**config.mk**
```make
export PLATFORM = sky130hd
export DESIGN_NAME = regfile_write_arbiter
export DESIGN_NICKNAME = d
export VERILOG_FILES = /design/src/rtl/regfile_write_arbiter_pkg.sv /design/src/rtl/regfile_write_arbiter_sync_fifo.sv /design/src/rtl/regfile_write_arbiter.sv
export SDC_FILE = /design/constraint.sdc
export NUM_CORES = 1
export LEC_CHECK = 0
export ABC_CLOCK_PERIOD_IN_PS = 3300
export CAP_MARGIN = 20
export CORE_ASPECT_RATIO = 0.6
export CORE_UTILIZATION = 40
export CTS_BUF_LIST = sky130_fd_sc_hd__clkbuf_8 sky130_fd_sc_hd__clkbuf_16
export CTS_CLUSTER_DIAMETER = 30
export CTS_CLUSTER_SIZE = 20
export DETAILED_ROUTE_END_ITERATION = 10
export PLACE_DENSITY = 0.69
export SLEW_MARGIN = 20
export SYNTH_ARGS = -nofsm -noshare
export SYNTH_HDL_FRONTEND = slang
export SYNTH_HIERARCHICAL = 1
export SYNTH_SLANG_ARGS = --single-unit
```
**constraint.sdc**
```tcl
create_clock -name clk -period 3.3 [get_ports clk]
set_clock_uncertainty 0.1 [all_clocks]
set_input_delay 0.66 -clock clk [delete_from_list [all_inputs] [get_ports clk]]
set_output_delay 0.66 -clock clk [all_outputs]
set_load 0.1 [all_outputs]
```
**src/rtl/regfile_write_arbiter_pkg.sv**
```systemverilog
// Shared CPU constants and the state encoding of the register-file write-port arbiter.
package regfile_write_arbiter_pkg;

    localparam int REG_ADDR_W = 5;
    localparam int REG_DATA_W = 32;
    localparam logic [REG_ADDR_W-1:0] REG_ZERO = 5'd0;

    typedef enum logic [0:0] {
        WBARB_NORMAL = 1'b0,
        WBARB_FORCE  = 1'b1
    } wbarb_state_t;

endpackage

```
**src/rtl/regfile_write_arbiter_sync_fifo.sv**
```systemverilog
// Small synchronous FIFO with occupancy count; the head entry is always visible on pop_data.
module regfile_write_arbiter_sync_fifo #(
    parameter int WIDTH = 8,
    parameter int DEPTH = 2
) (
    input  logic                           clk,
    input  logic                           reset_n,
    input  logic                           push,
    input  logic [WIDTH-1:0]               push_data,
    input  logic                           pop,
    output logic [WIDTH-1:0]               pop_data,
    output logic [$clog2(DEPTH + 1)-1:0]   count
);

    localparam int PTR_W = (DEPTH > 1) ? $clog2(DEPTH) : 1;
    localparam int CNT_W = $clog2(DEPTH + 1);
    localparam logic [CNT_W-1:0] CNT_FULL = CNT_W'(DEPTH);

    logic [WIDTH-1:0] mem_r [DEPTH];
    logic [PTR_W-1:0] rd_ptr_r;
    logic [PTR_W-1:0] wr_ptr_r;
    logic [CNT_W-1:0] count_r;
    logic             full_s;
    logic             empty_s;
    logic             push_ok_s;
    logic             pop_ok_s;

    // Full/empty from the registered count; a full FIFO refuses a push even while popping.
    always_comb begin
        full_s    = (count_r == CNT_FULL);
        empty_s   = (count_r == {CNT_W{1'b0}});
        push_ok_s = push && !full_s;
        pop_ok_s  = pop && !empty_s;
    end

    // Storage and pointers; depth is a power of two so pointers wrap naturally.
    always_ff @(posedge clk) begin
        if (!reset_n) begin
            for (int i = 0; i < DEPTH; i++) begin
                mem_r[i] <= {WIDTH{1'b0}};
            end
            rd_ptr_r <= {PTR_W{1'b0}};
            wr_ptr_r <= {PTR_W{1'b0}};
        end else begin
            if (push_ok_s) begin
                mem_r[wr_ptr_r] <= push_data;
                wr_ptr_r        <= wr_ptr_r + PTR_W'(1);
            end else begin
                wr_ptr_r <= wr_ptr_r;
            end
            if (pop_ok_s) begin
                rd_ptr_r <= rd_ptr_r + PTR_W'(1);
            end else begin
                rd_ptr_r <= rd_ptr_r;
            end
        end
    end

    // Occupancy counter; simultaneous push and pop leaves it unchanged.
    always_ff @(posedge clk) begin
        if (!reset_n) begin
            count_r <= {CNT_W{1'b0}};
        end else begin
            case ({push_ok_s, pop_ok_s})
                2'b10:   count_r <= count_r + CNT_W'(1);
                2'b01:   count_r <= count_r - CNT_W'(1);
                default: count_r <= count_r;
            endcase
        end
    end

    assign pop_data = mem_r[rd_ptr_r];
    assign count    = count_r;

endmodule

```
**src/rtl/regfile_write_arbiter.sv**
```systemverilog
// Shares the register-file write port between write-back (priority) and a buffered
// long-latency result source, forcing one buffered write after a run of denied cycles.
module regfile_write_arbiter
    import regfile_write_arbiter_pkg::*;
#(
    parameter int DATA_W       = REG_DATA_W,
    parameter int ADDR_W       = REG_ADDR_W,
    parameter int FIFO_DEPTH   = 2,
    parameter int STARVE_LIMIT = 4
) (
    input  logic                                clk,
    input  logic                                reset_n,
    input  logic                                wb_we,
    input  logic [ADDR_W-1:0]                   wb_wa,
    input  logic [DATA_W-1:0]                   wb_wd,
    output logic                                wb_stall,
    input  logic                                lu_valid,
    input  logic [ADDR_W-1:0]                   lu_wa,
    input  logic [DATA_W-1:0]                   lu_wd,
    output logic                                lu_ready,
    output logic [$clog2(FIFO_DEPTH + 1)-1:0]   lu_count,
    output logic                                rf_we,
    output logic [ADDR_W-1:0]                   rf_wa,
    output logic [DATA_W-1:0]                   rf_wd
);

    localparam int CNT_W   = $clog2(FIFO_DEPTH + 1);
    localparam int SC_W    = $clog2(STARVE_LIMIT + 1);
    localparam int ENTRY_W = ADDR_W + DATA_W;
    localparam logic [SC_W-1:0]  SC_LIMIT = SC_W'(STARVE_LIMIT);
    localparam logic [CNT_W-1:0] CNT_FULL = CNT_W'(FIFO_DEPTH);

    wbarb_state_t        state_r;
    wbarb_state_t        state_next_s;
    logic [SC_W-1:0]     sc_r;
    logic [SC_W-1:0]     sc_next_s;
    logic [SC_W-1:0]     sc_inc_s;
    logic                fifo_empty_s;
    logic                push_s;
    logic                grant_wb_s;
    logic                grant_lu_s;
    logic                grant_any_s;
    logic [ENTRY_W-1:0]  push_entry_s;
    logic [ENTRY_W-1:0]  head_s;
    logic [ADDR_W-1:0]   head_wa_s;
    logic [DATA_W-1:0]   head_wd_s;
    logic [ADDR_W-1:0]   grant_wa_s;
    logic [DATA_W-1:0]   grant_wd_s;

    regfile_write_arbiter_sync_fifo #(
        .WIDTH (ENTRY_W),
        .DEPTH (FIFO_DEPTH)
    ) u_lu_fifo (
        .clk       (clk),
        .reset_n   (reset_n),
        .push      (push_s),
        .push_data (push_entry_s),
        .pop       (grant_lu_s),
        .pop_data  (head_s),
        .count     (lu_count)
    );

    // Long-latency handshake; ready is held low while reset is asserted.
    always_comb begin
        fifo_empty_s = (lu_count == {CNT_W{1'b0}});
        lu_ready     = reset_n && (lu_count != CNT_FULL);
        push_s       = lu_valid && lu_ready;
        push_entry_s = {lu_wa, lu_wd};
        head_wa_s    = head_s[ENTRY_W-1:DATA_W];
        head_wd_s    = head_s[DATA_W-1:0];
    end

    // Scheduler: grant selection, starvation count and next state.
    always_comb begin
        grant_wb_s   = 1'b0;
        grant_lu_s   = 1'b0;
        wb_stall     = 1'b0;
        sc_next_s    = {SC_W{1'b0}};
        state_next_s = WBARB_NORMAL;
        sc_inc_s     = (sc_r == SC_LIMIT) ? sc_r : (sc_r + SC_W'(1));
        case (state_r)
            WBARB_NORMAL: begin
                if (wb_we) begin
                    grant_wb_s = 1'b1;
                end else if (!fifo_empty_s) begin
                    grant_lu_s = 1'b1;
                end else begin
                    grant_wb_s = 1'b0;
                end
                // A waiting head that lost this cycle counts towards a forced grant.
                if (!fifo_empty_s && !grant_lu_s) begin
                    sc_next_s    = sc_inc_s;
                    state_next_s = (sc_inc_s == SC_LIMIT) ? WBARB_FORCE : WBARB_NORMAL;
                end else begin
                    sc_next_s    = {SC_W{1'b0}};
                    state_next_s = WBARB_NORMAL;
                end
            end
            WBARB_FORCE: begin
                grant_lu_s   = !fifo_empty_s;
                wb_stall     = reset_n && wb_we;
                sc_next_s    = {SC_W{1'b0}};
                state_next_s = WBARB_NORMAL;
            end
            default: begin
                sc_next_s    = {SC_W{1'b0}};
                state_next_s = WBARB_NORMAL;
            end
        endcase
    end

    // Mux of the granted request onto the write port.
    always_comb begin
        grant_any_s = 1'b0;
        grant_wa_s  = head_wa_s;
        grant_wd_s  = head_wd_s;
        if (grant_wb_s) begin
            grant_any_s = 1'b1;
            grant_wa_s  = wb_wa;
            grant_wd_s  = wb_wd;
        end else if (grant_lu_s) begin
            grant_any_s = 1'b1;
        end else begin
            grant_any_s = 1'b0;
        end
    end

    // Scheduler state and starvation counter; reset abandons a pending forced grant.
    always_ff @(posedge clk) begin
        if (!reset_n) begin
            state_r <= WBARB_NORMAL;
            sc_r    <= {SC_W{1'b0}};
        end else begin
            state_r <= state_next_s;
            sc_r    <= sc_next_s;
        end
    end

    // Registered write port; register 0 writes are consumed but never enabled.
    always_ff @(posedge clk) begin
        if (!reset_n) begin
            rf_we <= 1'b0;
            rf_wa <= {ADDR_W{1'b0}};
            rf_wd <= {DATA_W{1'b0}};
        end else if (grant_any_s) begin
            rf_we <= (grant_wa_s != ADDR_W'(REG_ZERO));
            rf_wa <= grant_wa_s;
            rf_wd <= grant_wd_s;
        end else begin
            rf_we <= 1'b0;
            rf_wa <= rf_wa;
            rf_wd <= rf_wd;
        end
    end

endmodule

```
==> results list <==
- The run finished with clean final reports.
- Synth cell types: 38
- In this run the worst path has a maximum fanout of 3.
- Synthesis produced a netlist whose cell count is 509.
- Number of buffer cells added on primary ports: 119
- A synthesized cell averages between 10 and 15 µm².
- Entering global routing, the biggest net connects 41 pins.
- Synth top area share: around two fifths
* Post-Syn Area: between 0.005 and 0.006 mm²
- The root buffer cell chosen for the clock tree is sky130_fd_sc_hd__clkbuf_16.
- Unrepaired setup endpoints after global routing: no
- Across the VDD grid, the largest voltage drop is 303 µV.
- Walking the worst path, the cells encountered are clkdlybuf4s50_1 -> and3_1 -> buf_12.
- Initial detailed-routing violation count: 282
- The most used flip-flop cell after synthesis is sky130_fd_sc_hd__edfxtp_1.
- Core Footprint: 0.0132 mm²
- Compared with the post-synthesis result, the final layout area differs by 30.5%.
* Max frequency: roughly 430 MHz
* Adder-cell area share of the yosys netlist: 0.677%
- For hold timing, the worst endpoint is rf_wd[0].
- Total placed cells including tap cells: 771
* Number of nets in the layout: between 700 and 800
- STA classifies the critical path endpoint as an output port.
- For this run, the number of standard cells in the final layout without fillers is ~800.
- Full die area: 0.0143 mm²
- Xor/xnor cell area share of the yosys netlist: 0.632%
- Clock tree synthesis found a total of 121 sinks.
- Data on the critical path arrives at its endpoint at 1.59 ns.
* Top post-synthesis cells by count: 115 x sky130_fd_sc_hd__nand2_1, 74 x sky130_fd_sc_hd__edfxtp_1, 71 x sky130_fd_sc_hd__nor2_1
- Post-detailed-routing wire length: 13600 µm
- In the routed design, unresolved DRC markers number 0.
* Skew-Pair Late Insertion Delay: 0.41 ns
- Detailed-route via count: 4168
- Sort of element at the start of the critical path: input port
- 0 antenna diodes ended up in the layout.
* Min Tclk post-route: 2.35 ns
* Number of nets in the synthesized netlist: 590
- Together, buffers and inverters on the worst path number 2.
* Count of endpoints failing hold in the final timing report: 0
- Largest delay share family, worst path: buffers and inverters
- Startpoint of the tightest hold check path: rf_wd[0]
* Worst slew slack as a fraction of its limit: 49.8%
- Hold buffer count at CTS: 0
* Dominant cell type by area after synthesis: sky130_fd_sc_hd__edfxtp_1
* Number of buffers added by the clock tree synthesis step: 17
- Endpoint of the most critical register-to-register path: u_lu_fifo/mem_r[1][36]
- The initial utilization of the core area, before any placement, comes to a little over two fifths.
- Of the total synthesized cell area, the portion taken by AND, OR, NAND and NOR gates is 17.2%.
* Clock input transition at the sequential cells of the worst setup and hold paths: 0.05 ns
- # rows: 32
- Summed over all nets, the half-perimeter wirelength after detailed placement is 9160 µm.
- Dividing the detail-routed via count by the number of cells gives 5.19.
* Post-route setup TNS: 0 ns
* Critical Path Slowest Stage Cell: sky130_fd_sc_hd__clkdlybuf4s50_1
* Fraction of the yosys area taken by sequential cells: 57.1%
* Data required time of the worst path: 2.54 ns
* Dominant combinational cell family by area after synthesis: simple AND/OR/NAND/NOR gates
- The most common cell in the synthesized netlist is sky130_fd_sc_hd__nand2_1.
- Setup violations remaining at the end of the flow were counted as 0.
- The layout has 1124 filler cells.
- The floorplan step set the die width to 154 µm.
- Counting cells, the worst reg-to-reg path comes to 6.
- The first global-routing pass estimated between 20000 and 25000 µm of wire.
- TritonCTS built the clock tree.
- The synthesized design contains ~120 register bits.
- Most area-consuming cells after synthesis: sky130_fd_sc_hd__edfxtp_1 40%, sky130_fd_sc_hd__dfxtp_1 17%, sky130_fd_sc_hd__nand2_1 7.8%
- Share of the synthesized area in compound gates (AO/OA/AOI/OAI): ~11%
- From bottom edge to top edge, the die measures 93.2 µm.
* Remaining antenna violation count: 0
- Leftover overflow at the end of global routing: 0
- Transition time of the tightest slew-check pin: ~0.75 ns
- Number of max-capacitance violations reported: 0
- The H-tree was split into 4 levels.
- Buffer depth of the longest clock path: 2
- The number of antenna violations at the first check in global routing was 0.
- In the global route stage, overall resource usage came out at around 20%.
* Mux cell area share after synthesis: 7.52%
- Asr flop ratio synth: 0%
- Leakage power: approximately 2.8 nW
- Boundary Pins: 120
* Hold Path Depth: 2
* Startpoint-to-endpoint class of the critical path: input port to output port
- Before antenna repair, the detailed router went through 5 iterations.
* Power density normalized to cell area: 622 mW/mm²
- The worst register-to-register path begins at u_lu_fifo/count[0].
- The max-slew violation count was 0.
* Share of layout cells above drive strength 1: 24.5%
- Routability-driven placement finished with a final weighted congestion of between 0.7 and 0.8.
- Post-CTS Resized: 0
* Buffers inserted by post-CTS timing repair: 0
- Number of warnings reported in the yosys synthesis log: 6
- Across all register-to-register paths, the minimum setup slack is 1.01 ns.
- Vias in the first global route: ~4000
- Worst hold-check path type: register to register
* Number of synthesized flops with an enable pin: 74
- The worst path uses 71.2% of the clock period.
- CP peak stage delay: between 0.5 and 0.6 ns
- Wire length per cell: 16.9 µm
- Post-Place Cell Area: 0.00669 mm²
- Fin area: 0.00723 mm²
## per-stage QoR
stage	power [mW]	worst slack (ns)	hold slack, ns	utilization [%]
3_5_place_dp	2.84	0.598	0.387	50.8
6_report	4.50	0.950	0.394	54.9
2_1_floorplan	2.56	0.157	0.404	-
3_3_place_gp	2.82	0.661	0.375	50.8
4_1_cts	4.53	0.953	0.394	54.9
5_1_grt	4.66	0.900	0.435	54.9
## cells in the final DEF, fill, tap and decap left out, types with 4 or more instances in the layout
master	n
sky130_fd_sc_hd__o31ai_1	27
sky130_fd_sc_hd__clkinv_2	8
sky130_fd_sc_hd__xnor2_1	4
sky130_fd_sc_hd__o31ai_2	9
sky130_fd_sc_hd__dfxtp_1	45
sky130_fd_sc_hd__clkdlybuf4s50_1	76
sky130_fd_sc_hd__buf_4	54
sky130_fd_sc_hd__nor2_4	9
sky130_fd_sc_hd__edfxtp_1	74
sky130_fd_sc_hd__clkbuf_16	17
sky130_fd_sc_hd__mux2_2	37
sky130_fd_sc_hd__nor2_1	71
sky130_fd_sc_hd__a31oi_1	37
sky130_fd_sc_hd__nand2_1	113
sky130_fd_sc_hd__inv_1	7
sky130_fd_sc_hd__o21ai_0	4
## metal layers
layer	wire length (µm)	part of all wire (%)	track usage (%)
met5	0	0	0
met3	834	6.1	5.93
met4	88	0.65	5.00
met2	5770	42	28.5
met1	6900	51	29.4
## kinds of logic (layout without fill, tap and decap cells)
logic type      count (synthesis)  count (layout)
fa+ha+maj                       3               3
xor+xnor                        4               4
simple gates                  216             216
buf+inv                        44             168
compound gates                 84              84
flops                         121             121
mux                            37              37
## cell type report
class	instances	area (µm²)	area share (%)
tap	170	213	2.94
timing repair buffer	132	1210	16.7
sequential	121	3170	43.8
multi-input combinational	344	2090	28.9
inverter	4	15.0	0.208
clock buffer	19	453	6.26
clock inverter	13	90.1	1.25
## power by group
part / leakage [nW] / internal (mW) / switching, mW
Combinational: 1.32 / 0.290 / 0.730
Sequential: 1.17 / 1.73 / 0.0573
Clock: 0.289 / 1.05 / 0.640
## worst max path at each step
stage	start	to	cells past startpoint
2_1_floorplan	u_lu_fifo/count[0]	u_lu_fifo/mem_r[1][0]	7
3_3_place_gp	reset_n	u_lu_fifo/mem_r[1][23]	6
3_5_place_dp	reset_n	u_lu_fifo/mem_r[1][35]	6
4_1_cts	wb_we	wb_stall	3
5_1_grt	u_lu_fifo/count[0]	u_lu_fifo/mem_r[1][36]	6
6_report	wb_we	wb_stall	3
## worst register-to-register path: stages (launching register included)
cell and delay [ns]:
sky130_fd_sc_hd__dfxtp_2 0.41, sky130_fd_sc_hd__inv_1 0.10, sky130_fd_sc_hd__a21boi_4 0.20, sky130_fd_sc_hd__and2_1 0.27
sky130_fd_sc_hd__nand3_2 0.38, sky130_fd_sc_hd__nand2_2 0.20, sky130_fd_sc_hd__buf_4 0.31
## registers in the layout, summed over array words and instances, names as in the netlist, named ones only
name                flops
u_lu_fifo/rd_ptr_r      1
rf_wa                   5
u_lu_fifo/mem_r        74
u_lu_fifo/wr_ptr_r      1
state_r                 1
rf_wd                  32
sc_r                    3
u_lu_fifo/count         2
rf_we                   1
No activity file was read; power rests on OpenSTA's default activity.
==> patch 1: new RTL, same settings <==
`REG_ZERO`: 5'd0 -> 5'd1.
--- a/src/rtl/regfile_write_arbiter_pkg.sv
+++ b/src/rtl/regfile_write_arbiter_pkg.sv
@@ -3,7 +3,7 @@
 
     localparam int REG_ADDR_W = 5;
     localparam int REG_DATA_W = 32;
-    localparam logic [REG_ADDR_W-1:0] REG_ZERO = 5'd0;
+    localparam logic [REG_ADDR_W-1:0] REG_ZERO = 5'd1;
 
     typedef enum logic [0:0] {
         WBARB_NORMAL = 1'b0,
Function: changed (Yosys sat finds a counterexample within 4 cycles, from zero or initial values and one cycle with reset_n low).
==> patch 1 against the original RTL <==
  * Sequential share of layout area is 0.51 points lower
  * Total power is 3.1% higher
  * Setup slack better by 5.7 ps
  * Hold slack worse by 11 ps
  * Wire length is 2.3% higher
  * Synthesized area is 0.75% higher
  * Via count stayed put
  * Clock power is 8% higher
  * Cell area is 1.2% higher
  * Sequential cell count stayed put
  * Register-to-register slack better by 20 ps
  * Non-clock buffer count is 2 lower
  * Critical path type unchanged
  * Largest power group is now clock
==> patch 1: results (changes against the original RTL) <==
- Run status: finished, final reports clean (unchanged)
- The reg-to-reg critical path endpoint is u_lu_fifo/mem_r[1][17] (was u_lu_fifo/mem_r[1][36]).
* Global-route met3 utilization: 5.33% (was 5.93%)
* Number of DRC violations after detailed-routing iteration 0: 261 (was 282)
- Leading post-synthesis cells by cell area: sky130_fd_sc_hd__edfxtp_1, sky130_fd_sc_hd__dfxtp_1, sky130_fd_sc_hd__nand2_1 (unchanged)
- The number of nets in the layout was 698 (was 701).
- The part of the power in the clock network came to 39.2% (was 37.6%).
* Met1 track utilization from global routing: 28.9% (was 29.4%)
- Flop-to-flop setup slack: 1030 ps (was 1010 ps)
* Maximum resistive drop on vdd: 302 µV (was 303 µV)
* Net count of the mapped netlist: 589 (was 590)
- Overall track demand over capacity in global routing: 20.0% (about the same)
- The post-synthesis async set-or-reset flop share was 0% (unchanged).
- Relative contribution of sequential cells to total power: 38.7% (was 39.7%)
- The buffers inserted during post-CTS setup optimization came to 0 (unchanged).
* Maximum number of pins on one net before global-route repair: 75 (was 41)
- The count of flip-flops with a built-in enable after synthesis was 74 (unchanged).
- Number of unique standard cell types used by synthesis: 39 (was 38)
- Most common library cells after synthesis: sky130_fd_sc_hd__nand2_1, sky130_fd_sc_hd__edfxtp_1, sky130_fd_sc_hd__nor2_1, sky130_fd_sc_hd__dfxtp_1, sky130_fd_sc_hd__mux2_2 (was sky130_fd_sc_hd__nand2_1, sky130_fd_sc_hd__edfxtp_1, sky130_fd_sc_hd__nor2_1, sky130_fd_sc_hd__dfxtp_1).
* Clk. pwr: 0.00182 W (was 0.00169 W)
- Largest stage delay on the critical path: 510 ps (was 530 ps)
- The first-pass GRT wire length is 21.4 mm (was 21.9 mm).
- Vias in the first global route: 4039 (was 4114)
- Dpl hpwl: 9.14 mm (was 9.16 mm)
- Share of final-layout standard cells stronger than drive strength 1: 26.0% (was 24.5%)
* Met2 Resource Use GR: 28.7% (was 28.5%)
* Placed standard-cell area: 6720 µm² (was 6690 µm²)
- Routability Congestion: 0.731 (was 0.795)
- Router iterations before antenna repair: 4 (was 5)
- Wire length per cell after detailed routing: 17.3 µm (was 16.9 µm)
* Static Leak: 2.77 nW (about the same)
- Part of the Yosys area used for sequential elements: 56.7% (was 57.1%)
* Most used DFF post-synth: sky130_fd_sc_hd__edfxtp_1 (unchanged)
* Internal Dissipation: 0.00322 W (was 0.00307 W)
- Clk pin slew, worst setup/hold paths: 50 ps (about the same)
- The worst slew margin relative to its limit is 44.1% (was 49.8%).
patch 1: critical path, delay by kind of cell:
family,cells,cell delay (ps)
AND/OR/NAND/NOR,1,220
buffers and inverters,2,700
patch 1: metrics by stage:
stage | hold slack (ps) | cells
global placement | 366 | 773
global route | 411 | 805
finish | 383 | 805
CTS | 388 | 805
floorplan | 404 | 508
detailed placement | 381 | 773
patch 1: layout make-up:
type / instances / area (µm²)
Fill cell: 1182 / 6310
Tap cell: 175 / 219
Timing Repair Buffer: 130 / 1190
Clock inverter: 10 / 100
Clock buffer: 22 / 494
Multi-Input combinational cell: 343 / 2130
Sequential cell: 121 / 3170
Inverter: 4 / 15.0
patch 1: kinds of logic (layout without fill, tap and decap cells):
| kind of cell | after synthesis | in the layout | share of synthesized area (%) |
|---|---|---|---|
| multiplexers | 37 | 37 | 7.46 |
| flip-flops | 121 | 121 | 56.7 |
| XOR/XNOR | 4 | 4 | 0.627 |
| buffers and inverters | 44 | 166 | 5.42 |
| AND/OR/NAND/NOR | 215 | 215 | 17.0 |
| adder cells (fa/ha/maj) | 3 | 3 | 0.672 |
| AO/OA/AOI/OAI | 84 | 84 | 12.1 |
patch 1: worst max path at each step:
| stage | from | end | slack, ps | cells after the start |
|---|---|---|---|---|
| floorplan | u_lu_fifo/count[0] | u_lu_fifo/mem_r[1][0] | 160 | 7 |
| global placement | wb_we | state_r | 680 | 5 |
| detailed placement | reset_n | u_lu_fifo/mem_r[1][17] | 600 | 6 |
| CTS | wb_we | wb_stall | 950 | 3 |
| global route | wb_we | state_r | 850 | 5 |
| finish | wb_we | wb_stall | 960 | 3 |
patch 1: layer usage:
metal	wire [µm]	vias to the layer above	share of wire (%)
met5	0	-	0
met4	168	0	1.2
li1	-	2008	-
met2	5850	136	42
met1	6920	2010	50
met3	970	14	7.0
==> patch 2: new RTL, same flow settings <==
Without the edit above. Put a register stage on the output `lu_count`, cleared by the reset. The value now appears one clock later. The other outputs are not delayed to match.
--- a/src/rtl/regfile_write_arbiter.sv
+++ b/src/rtl/regfile_write_arbiter.sv
@@ -30,6 +30,8 @@
     localparam logic [SC_W-1:0]  SC_LIMIT = SC_W'(STARVE_LIMIT);
     localparam logic [CNT_W-1:0] CNT_FULL = CNT_W'(FIFO_DEPTH);
 
+    logic [$clog2(FIFO_DEPTH + 1)-1:0] lu_count_d;
+
     wbarb_state_t        state_r;
     wbarb_state_t        state_next_s;
     logic [SC_W-1:0]     sc_r;
@@ -57,13 +59,13 @@
         .push_data (push_entry_s),
         .pop       (grant_lu_s),
         .pop_data  (head_s),
-        .count     (lu_count)
+        .count     (lu_count_d)
     );
 
     // Long-latency handshake; ready is held low while reset is asserted.
     always_comb begin
-        fifo_empty_s = (lu_count == {CNT_W{1'b0}});
-        lu_ready     = reset_n && (lu_count != CNT_FULL);
+        fifo_empty_s = (lu_count_d == {CNT_W{1'b0}});
+        lu_ready     = reset_n && (lu_count_d != CNT_FULL);
         push_s       = lu_valid && lu_ready;
         push_entry_s = {lu_wa, lu_wd};
         head_wa_s    = head_s[ENTRY_W-1:DATA_W];
@@ -153,5 +155,13 @@
         end
     end
 
+    always_ff @(posedge clk) begin
+        if (!reset_n) begin
+            lu_count <= '0;
+        end else begin
+            lu_count <= lu_count_d;
+        end
+    end
+
 endmodule
 
Formal check against the unedited RTL: not equivalent (a bounded check fails within 4 cycles, from zero or initial values and one cycle with reset_n low).
==> patch 2 against the original RTL <==
  * Synthesized area up 0.50%
  * Critical path depth increased by 1
  * Sequential cell count increased by 2
  * Wire length rose by 0.99%
  * Fmax decreased by 3.2%
  * Count of clock-buffer cells in the layout down 1
  * Total power up 3.1%
  * Setup slack got worse by 77 ps
  * Via count grew 2.4%
  * Cell area grew 1.2%
  * Critical endpoint unchanged
  * Largest cell class unchanged
  * Largest power group unchanged
==> patch 2: results (changes against the original RTL) <==
- Run status: finished, final reports clean (unchanged)
- The instance area after placement was 6750 µm² (was 6690 µm²).
- The met2 demand-to-capacity share in global routing is 31.8% (was 28.5%).
* Fillers: 1135 (was 1124)
* Portion of netlist area occupied by mux cells: 7.48% (was 7.52%)
- The total met2 wirelength after detailed routing came to 6.03 mm (was 5.77 mm).
- Share of final-layout standard cells stronger than drive strength 1: 23.4% (was 24.5%)
- The highest fanout seen on the critical path came to 86 (was 3).
- Met3 wirelength from detailed routing: 1.03 mm (was 834 µm)
- The largest incremental delay on the critical path is 350 ps (was 530 ps).
- The total routing resource utilization after global routing is 20.1% (was 20.0%).
* Static Leak: 2.80 nW (was 2.77 nW)
- Via-to-Cell Ratio: 5.29 (was 5.19)
- Internal Dissipation: 0.00323 W (was 0.00307 W)
- The worst path arrival time was 1670 ps (was 1590 ps).
- The violation count after the first detailed-routing iteration came to 336 (was 282).
- Flip-flop and latch share of the layout cell area: 43.8% (about the same)
- The placer congestion estimate is 0.785 (was 0.795).
* Wire length per cell after detailed routing: 17.0 µm (was 16.9 µm)
- Worst max-slew margin expressed relative to the limit: 34.3% (was 49.8%)
- Fraction of the mapped netlist area in adder cells: 0.674% (was 0.677%)
- Clock Network Area Fraction: 7.86% (was 7.51%)
* Largest regs: u_lu_fifo/mem_r x74, rf_wd x32, rf_wa x5 (unchanged)
* Number of clock sinks: 123 (was 121)
- Maximum number of pins on one net before global-route repair: 87 (was 41)
* Crit-path slowest cell: sky130_fd_sc_hd__buf_12 (was sky130_fd_sc_hd__clkdlybuf4s50_1)
* Most common library cells after synthesis: sky130_fd_sc_hd__nand2_1, sky130_fd_sc_hd__edfxtp_1, sky130_fd_sc_hd__nor2_1, sky130_fd_sc_hd__dfxtp_1 (unchanged)
* Nets: 705 (was 701)
- The sequential fraction of the synthesis area was 57.5% (was 57.1%).
* Compound-cell area share of the yosys netlist: 11.3% (was 11.4%)
* Leading post-synthesis cells by cell area: sky130_fd_sc_hd__edfxtp_1, sky130_fd_sc_hd__dfxtp_1, sky130_fd_sc_hd__nand2_1 (unchanged)
- The number of clock buffer instances in the layout was 18 (was 19).
- The detailed placer's ending HPWL was 8.57 mm (was 9.16 mm).
- The post-synthesis net count came to 595 (was 590).
- Metal1 wirelength: 6.57 mm (was 6.90 mm)
- Synthesis-to-layout area growth: 31.5% (was 30.5%)
* Global-route met3 utilization: 6.35% (was 5.93%)
- Post-Synth XOR/XNOR Area: 0.629% (was 0.632%)
- Multi-input gate count: 346 (was 344)
- The instance count after placement with tap cells included was 775 (was 771).
- Multi-input combinational area share: 28.7% (was 28.9%)
## patch 2: changes by cell type in the layout (fill, tap and decap cells not counted), sizes merged
cell | unedited run | this run
clkinv | 9 | 8
and2 | 2 | 4
bufinv | 1 | 3
clkbuf | 19 | 18
dfxtp | 47 | 49
## patch 2: worst paths after layout
kind,startpoint,endpoint,slack (ps),cells past startpoint
max,reset_n,wb_stall,870,4
min,rf_wd[0],rf_wd[0],400,2
max reg2reg,u_lu_fifo/count[0],u_lu_fifo/count[1],1100,7
min reg2reg,rf_wd[0],rf_wd[0],400,2
## patch 2: critical path, delay by kind of cell
kind | cells | cell delay (ps)
buffers and inverters | 3 | 690
AND/OR/NAND/NOR | 1 | 270
## patch 2: power by group through the flow
stage               logic (W)  registers [W]  clock network (W)
floorplan            0.000331        0.00225                  0
global placement     0.000992        0.00184                  0
detailed placement    0.00101        0.00185                  0
CTS                   0.00101        0.00182            0.00184
global route          0.00106        0.00183            0.00190
finish                0.00101        0.00182            0.00181
